$ cat config.mk
export PLATFORM = sky130hd
export DESIGN_NAME = sine_seq_ctrl
export DESIGN_NICKNAME = d
export VERILOG_FILES = /design/src/rtl/sine_seq_pkg.sv /design/src/rtl/sine_phase_acc.sv /design/src/rtl/sine_seq_ctrl.sv
export SDC_FILE = /design/constraint.sdc
export NUM_CORES = 1
export LEC_CHECK = 0
export ABC_AREA = 0
export ABC_CLOCK_PERIOD_IN_PS = 2900
export BUFFER_PORTS_ARGS = -buffer_cell sky130_fd_sc_hd__buf_2
export CAP_MARGIN = 20
export CORE_MARGIN = 3
export CORE_UTILIZATION = 55
export DETAILED_ROUTE_END_ITERATION = 8
export GPL_TIMING_DRIVEN = 0
export HOLD_SLACK_MARGIN = 0.05
export PLACE_DENSITY = 0.79
export SLEW_MARGIN = 10
export SYNTH_ARGS = -nofsm -noshare
export SYNTH_HDL_FRONTEND = slang
export SYNTH_SLANG_ARGS = --single-unit
$ cat constraint.sdc
create_clock -name clk -period 2.9 [get_ports clk]
set_input_delay 0.435 -clock clk [delete_from_list [all_inputs] [get_ports clk]]
set_output_delay 0.435 -clock clk [all_outputs]
set_load 0.05 [all_outputs]
$ cat src/rtl/sine_seq_pkg.sv
// Shared types and default widths for the sine sample sequencer.
package sine_seq_pkg;

  localparam int SEL_W      = 6;
  localparam int ACC_W_DEF  = 16;
  localparam int DATA_W_DEF = 16;
  localparam int CNT_W_DEF  = 8;

  typedef enum logic [1:0] {
    IDLE  = 2'd0,
    RUN   = 2'd1,
    STALL = 2'd2,
    FLUSH = 2'd3
  } state_t;

endpackage

$ cat src/rtl/sine_phase_acc.sv
// Phase accumulator: clears on clr, adds inc when en, flags carry-out as wrap.
module sine_phase_acc #(
  parameter int ACC_W = 16
) (
  input  logic             clk,
  input  logic             rst,
  input  logic             clr,
  input  logic             en,
  input  logic [ACC_W-1:0] inc,
  output logic [ACC_W-1:0] phase,
  output logic             wrap
);

  logic [ACC_W:0] sum;

  assign sum  = {1'b0, phase} + {1'b0, inc};
  // wrap only means something on a cycle where the phase actually advances
  assign wrap = en & sum[ACC_W];

  always_ff @(posedge clk or posedge rst) begin
    if (rst) begin
      phase <= '0;
    end else if (clr) begin
      phase <= '0;
    end else if (en) begin
      phase <= sum[ACC_W-1:0];
    end
  end

endmodule

$ cat src/rtl/sine_seq_ctrl.sv
// Sine sample sequencer: steps the 64:1 mux select, registers the sample and
// hands it downstream with valid/ready, running bursts of whole periods.
module sine_seq_ctrl
  import sine_seq_pkg::*;
#(
  parameter int ACC_W  = ACC_W_DEF,
  parameter int DATA_W = DATA_W_DEF,
  parameter int CNT_W  = CNT_W_DEF
) (
  input  logic              clk,
  input  logic              rst,
  input  logic              start,
  input  logic              stop,
  input  logic [ACC_W-1:0]  freq_word,
  input  logic [CNT_W-1:0]  num_periods,
  output logic [SEL_W-1:0]  sel,
  input  logic [DATA_W-1:0] mux_data,
  output logic [DATA_W-1:0] sample,
  output logic              sample_valid,
  input  logic              sample_ready,
  output logic              busy,
  output logic              done,
  output logic [1:0]        state_dbg
);

  // Handshake: a sample moves downstream on any rising edge where
  // sample_valid and sample_ready are both high; sample holds until then.

  state_t            state_q, state_d;
  logic [ACC_W-1:0]  freq_q;
  logic [CNT_W-1:0]  nper_q;
  logic [CNT_W-1:0]  cnt_q;
  logic [ACC_W-1:0]  phase;
  logic              stop_q;
  logic              done_d;
  logic              adv;
  logic              wrap;
  logic              launch;
  logic              last;

  assign launch = (state_q == IDLE) && start;
  assign adv    = (state_q == RUN) && (!sample_valid || sample_ready);

  sine_phase_acc #(.ACC_W(ACC_W)) u_acc (
    .clk   (clk),
    .rst   (rst),
    .clr   (launch),
    .en    (adv),
    .inc   (freq_q),
    .phase (phase),
    .wrap  (wrap)
  );

  // A wrap closes a period; the run ends there if the burst is complete or a stop is pending.
  assign last = wrap && (((nper_q != '0) && ((cnt_q + CNT_W'(1)) == nper_q)) || stop_q || stop);

  always_comb begin
    state_d = state_q;
    done_d  = 1'b0;
    case (state_q)
      IDLE:  if (start) state_d = RUN;
      RUN: begin
        if (last) begin
          state_d = FLUSH;
        end else if (sample_valid && !sample_ready) begin
          state_d = STALL;
        end
      end
      STALL: if (sample_ready) state_d = RUN;
      FLUSH: begin
        if (!sample_valid || sample_ready) begin
          state_d = IDLE;
          done_d  = 1'b1;
        end
      end
      default: state_d = IDLE;
    endcase
  end

  always_ff @(posedge clk or posedge rst) begin
    if (rst) begin
      state_q      <= IDLE;
      freq_q       <= '0;
      nper_q       <= '0;
      cnt_q        <= '0;
      stop_q       <= 1'b0;
      sample       <= '0;
      sample_valid <= 1'b0;
      done         <= 1'b0;
    end else begin
      state_q <= state_d;
      done    <= done_d;
      if (launch) begin
        freq_q <= freq_word;
        nper_q <= num_periods;
        cnt_q  <= '0;
      end else if (wrap) begin
        cnt_q <= cnt_q + CNT_W'(1);
      end
      if ((state_q == FLUSH) && (state_d == IDLE)) begin
        stop_q <= 1'b0;
      end else if (((state_q == RUN) || (state_q == STALL)) && stop) begin
        stop_q <= 1'b1;
      end
      if (adv) begin
        sample       <= mux_data;
        sample_valid <= 1'b1;
      end else if (sample_ready) begin
        sample_valid <= 1'b0;
      end
    end
  end

  assign sel       = phase[ACC_W-1 -: SEL_W];
  assign busy      = (state_q != IDLE);
  assign state_dbg = state_q;

endmodule

==> impl_metrics.toml <==
[layout]
final_util_pct = 69.4
stdcell_area_um2 = 4530
final_cell_mix = "146 x nand2_1, 71 x buf_2, 69 x dfrtp_1"
nets = 592
layout_commonest_cell = "nand2_1"
areaGrowthSynthToFinish_pct = 19.0
fill_cells = 544
layout-drive-gt1-share_pct = 19.5
regArea_um2 = 1730
antennaDiodeCount = 0
multiInputGateArea_um2 = 1940

[grt]
grt_pass1_wl_mm = 13.9
grt_max_degree = 40
grt_pass1_vias = 3062
grt_overflow_total = 0
grtUsageTotal_pct = 22.6
antenna_found_initial = 0

[timing]
fmax_mhz = 369
fin_ws_ns = 0.192
worstMarginPinSlew_ns = 0.642
finalSetupTns_ns = 0
slew_violations = 0
setup_violations = 0
slew_headroom_pct = 56.9
rsz0062_at_grt = "no"
skew_ns = 0.00889
final_hold_viol_count = 0
fin_crit_ns = 2.71
finalCritPeriodShare_pct = 93.4

[logic_synthesis]
yosys_warnings = 0
yosysUniqueCellTypes = 45
seq_area_frac_synth_pct = 45.3
yosys_register_bits = 69
netlist_instances = 440
syn_nets = 508
synthesis.area_um2 = 3810
synthArstFlopShare_pct = 100
syn_area_per_cell_um2 = 8.65
synthFlopType = "dfrtp_1"
synth_edf_count = 0

[die]
start_util_pct = 58.3
rows = 29
die_width_um = 89.2
core_area_um2 = 6530
io_pins = 72
die_h_um = 89.2
dieArea_um2 = 7960

[critical_path]
r2r_slack_ns = 0.19
crit_path_end_kind = "register"
cpPeakStageDelay_ns = 0.47
slowest_stage = "a2111oi_1"
r2r_start = "freq_q[0]$_DFFE_PP0P_"
timing_worst_setup_path_type = "reg2reg"
critPathMaxFanout = 9
worstPathRequired_ns = 3.11
crit_arrival_ns = 2.92
rr_worst_depth = 10
worstPathCellList = "ha_1 -> fa_1 -> a211oi_1 -> o21ai_0 -> nor4b_2 -> o21ai_2 -> buf_4 -> a2111oi_1 -> xnor2_1 -> nor2_1"
timing.rr.end = "cnt_q[7]$_DFFE_PP0P_"
cp-start-kind = "register"

[power]
vdd_drop_max_uv = 668
p_per_area_nw_per_um2 = 1230
power.leakage_uw = 0.00235
power_uw = 5590

[clocking]
cts_tree = "built"
cts_max_level = 3
clk-insertion-delay-late_ns = 0.34
cts_buffers = 9
clockRootBuffer = "clkbuf_8"
clock-sinks = 69
path_clk_slew_ns = 0.08
ctsHoldBuffers = 0
cts_buffer_depth = 2

[hold_path]
hold_class = "in2async"

[placed_design]
pre_cts_ws_ns = -0.0125
hpwlAfterDp_mm = 6.26
place_area_um2 = 4280
numPortBuffers = 71
place.gp.congestion = 0.859

[route]
drc = 0
route.met3.wl_um = 344
drt_wl_total_mm = 8.52
top_layer_used = "met4"
wl_per_cell_um = 14.1
firstDrtPassIters = 4
wl_met2_mm = 4.11
m1WireLength_mm = 3.89
drt-initial-drc-count = 212
via_per_inst = 5.39
drtAntennaViolNets = 0
vias = 3264

[status]
outcome = "complete, no violations"

[job]
drv_cap = 0
[report_power, final]
part           internal, µW  switching, µW  leakage, µW
sequential             1360            280     0.000873
clock                   533            374     0.000116
combinational          1040           2000      0.00136
total                  2940           2660      0.00235
[cell usage after synthesis (all sizes together), types with 5 or more instances]
cell type | instances | area (µm²)
o21a | 6 | 45.0
ha | 22 | 275
inv | 11 | 41.3
buf | 10 | 63.8
a211oi | 5 | 37.5
clkbuf | 12 | 45.0
nor2 | 21 | 78.8
xnor2 | 18 | 158
o21ai | 22 | 110
a21oi | 24 | 120
a21o | 5 | 37.5
dfrtp | 69 | 1730
nand3 | 7 | 35.0
nand2b | 6 | 37.5
nor3 | 6 | 30.0
xor2 | 9 | 78.8
nand2 | 147 | 559
[per-stage QoR]
stage / hold WS, ns / cells
2_1_floorplan: 0.450 / 440
6_report: 0.0794 / 606
5_1_grt: 0.0872 / 606
3_3_place_gp: 0.453 / 588
4_1_cts: 0.0832 / 605
3_5_place_dp: 0.457 / 589
[registers in the layout, indices dropped and copies added (netlist names)]
signal        flops
u_acc.phase      16
sample_valid      1
sample           16
freq_q           16
stop_q            1
cnt_q             8
done              1
state_dbg         2
nper_q            8
[cells by family after synthesis]
| family | after synthesis | share of synthesized area (%) |
|---|---|---|
| buffers and inverters | 33 | 3.94 |
| AO/OA/AOI/OAI | 80 | 13.2 |
| adder cells (fa/ha/maj) | 23 | 7.76 |
| multiplexers | 2 | 0.526 |
| AND/OR/NAND/NOR | 206 | 23.0 |
| XOR/XNOR | 27 | 6.21 |
| flip-flops | 69 | 45.4 |
[timing repair]
action	CTS	global route
buffers inserted	0	1
resized for setup	1	2
cloned	0	0
setup endpoints to repair	4	3
pin swaps	0	1
[layout make-up]
cell class / count / share of cell area [%]
multi-input cells: 338 / 42.8
flip-flops and latches: 69 / 38.1
repair buffers: 73 / 8.45
clock buffers: 11 / 3.34
plain buffers: 22 / 2.40
well taps: 77 / 2.13
clock inverters: 5 / 1.79
inverters: 11 / 0.966
[critical path: cells and delay by family (launching register included)]
family,cells,cell delay [ns]
compound gates,4,0.98
fa+ha+maj,2,0.44
simple gates,2,0.42
buf+inv,1,0.17
flops,1,0.38
xor+xnor,1,0.17
[routing by layer]
metal | vias up | global-route usage, %
met5 | - | 0
met4 | 0 | 7.98
met3 | 15 | 5.16
met2 | 73 | 36.6
met1 | 1547 | 29.9
li1 | 1629 | -
[how the worst max path moves through the flow]
stage	startpoint	end	depth (start not counted)
3_5_place_dp	freq_q[0]$_DFFE_PP0P_	cnt_q[7]$_DFFE_PP0P_	9
6_report	freq_q[0]$_DFFE_PP0P_	cnt_q[7]$_DFFE_PP0P_	10
5_1_grt	freq_q[0]$_DFFE_PP0P_	cnt_q[7]$_DFFE_PP0P_	10
3_3_place_gp	rst	u_acc.phase[10]$_DFFE_PP0P_	2
2_1_floorplan	freq_q[0]$_DFFE_PP0P_	stop_q$_DFFE_PP0P_	9
4_1_cts	freq_q[0]$_DFFE_PP0P_	cnt_q[7]$_DFFE_PP0P_	9
No activity file was read; power rests on OpenSTA's default activity.
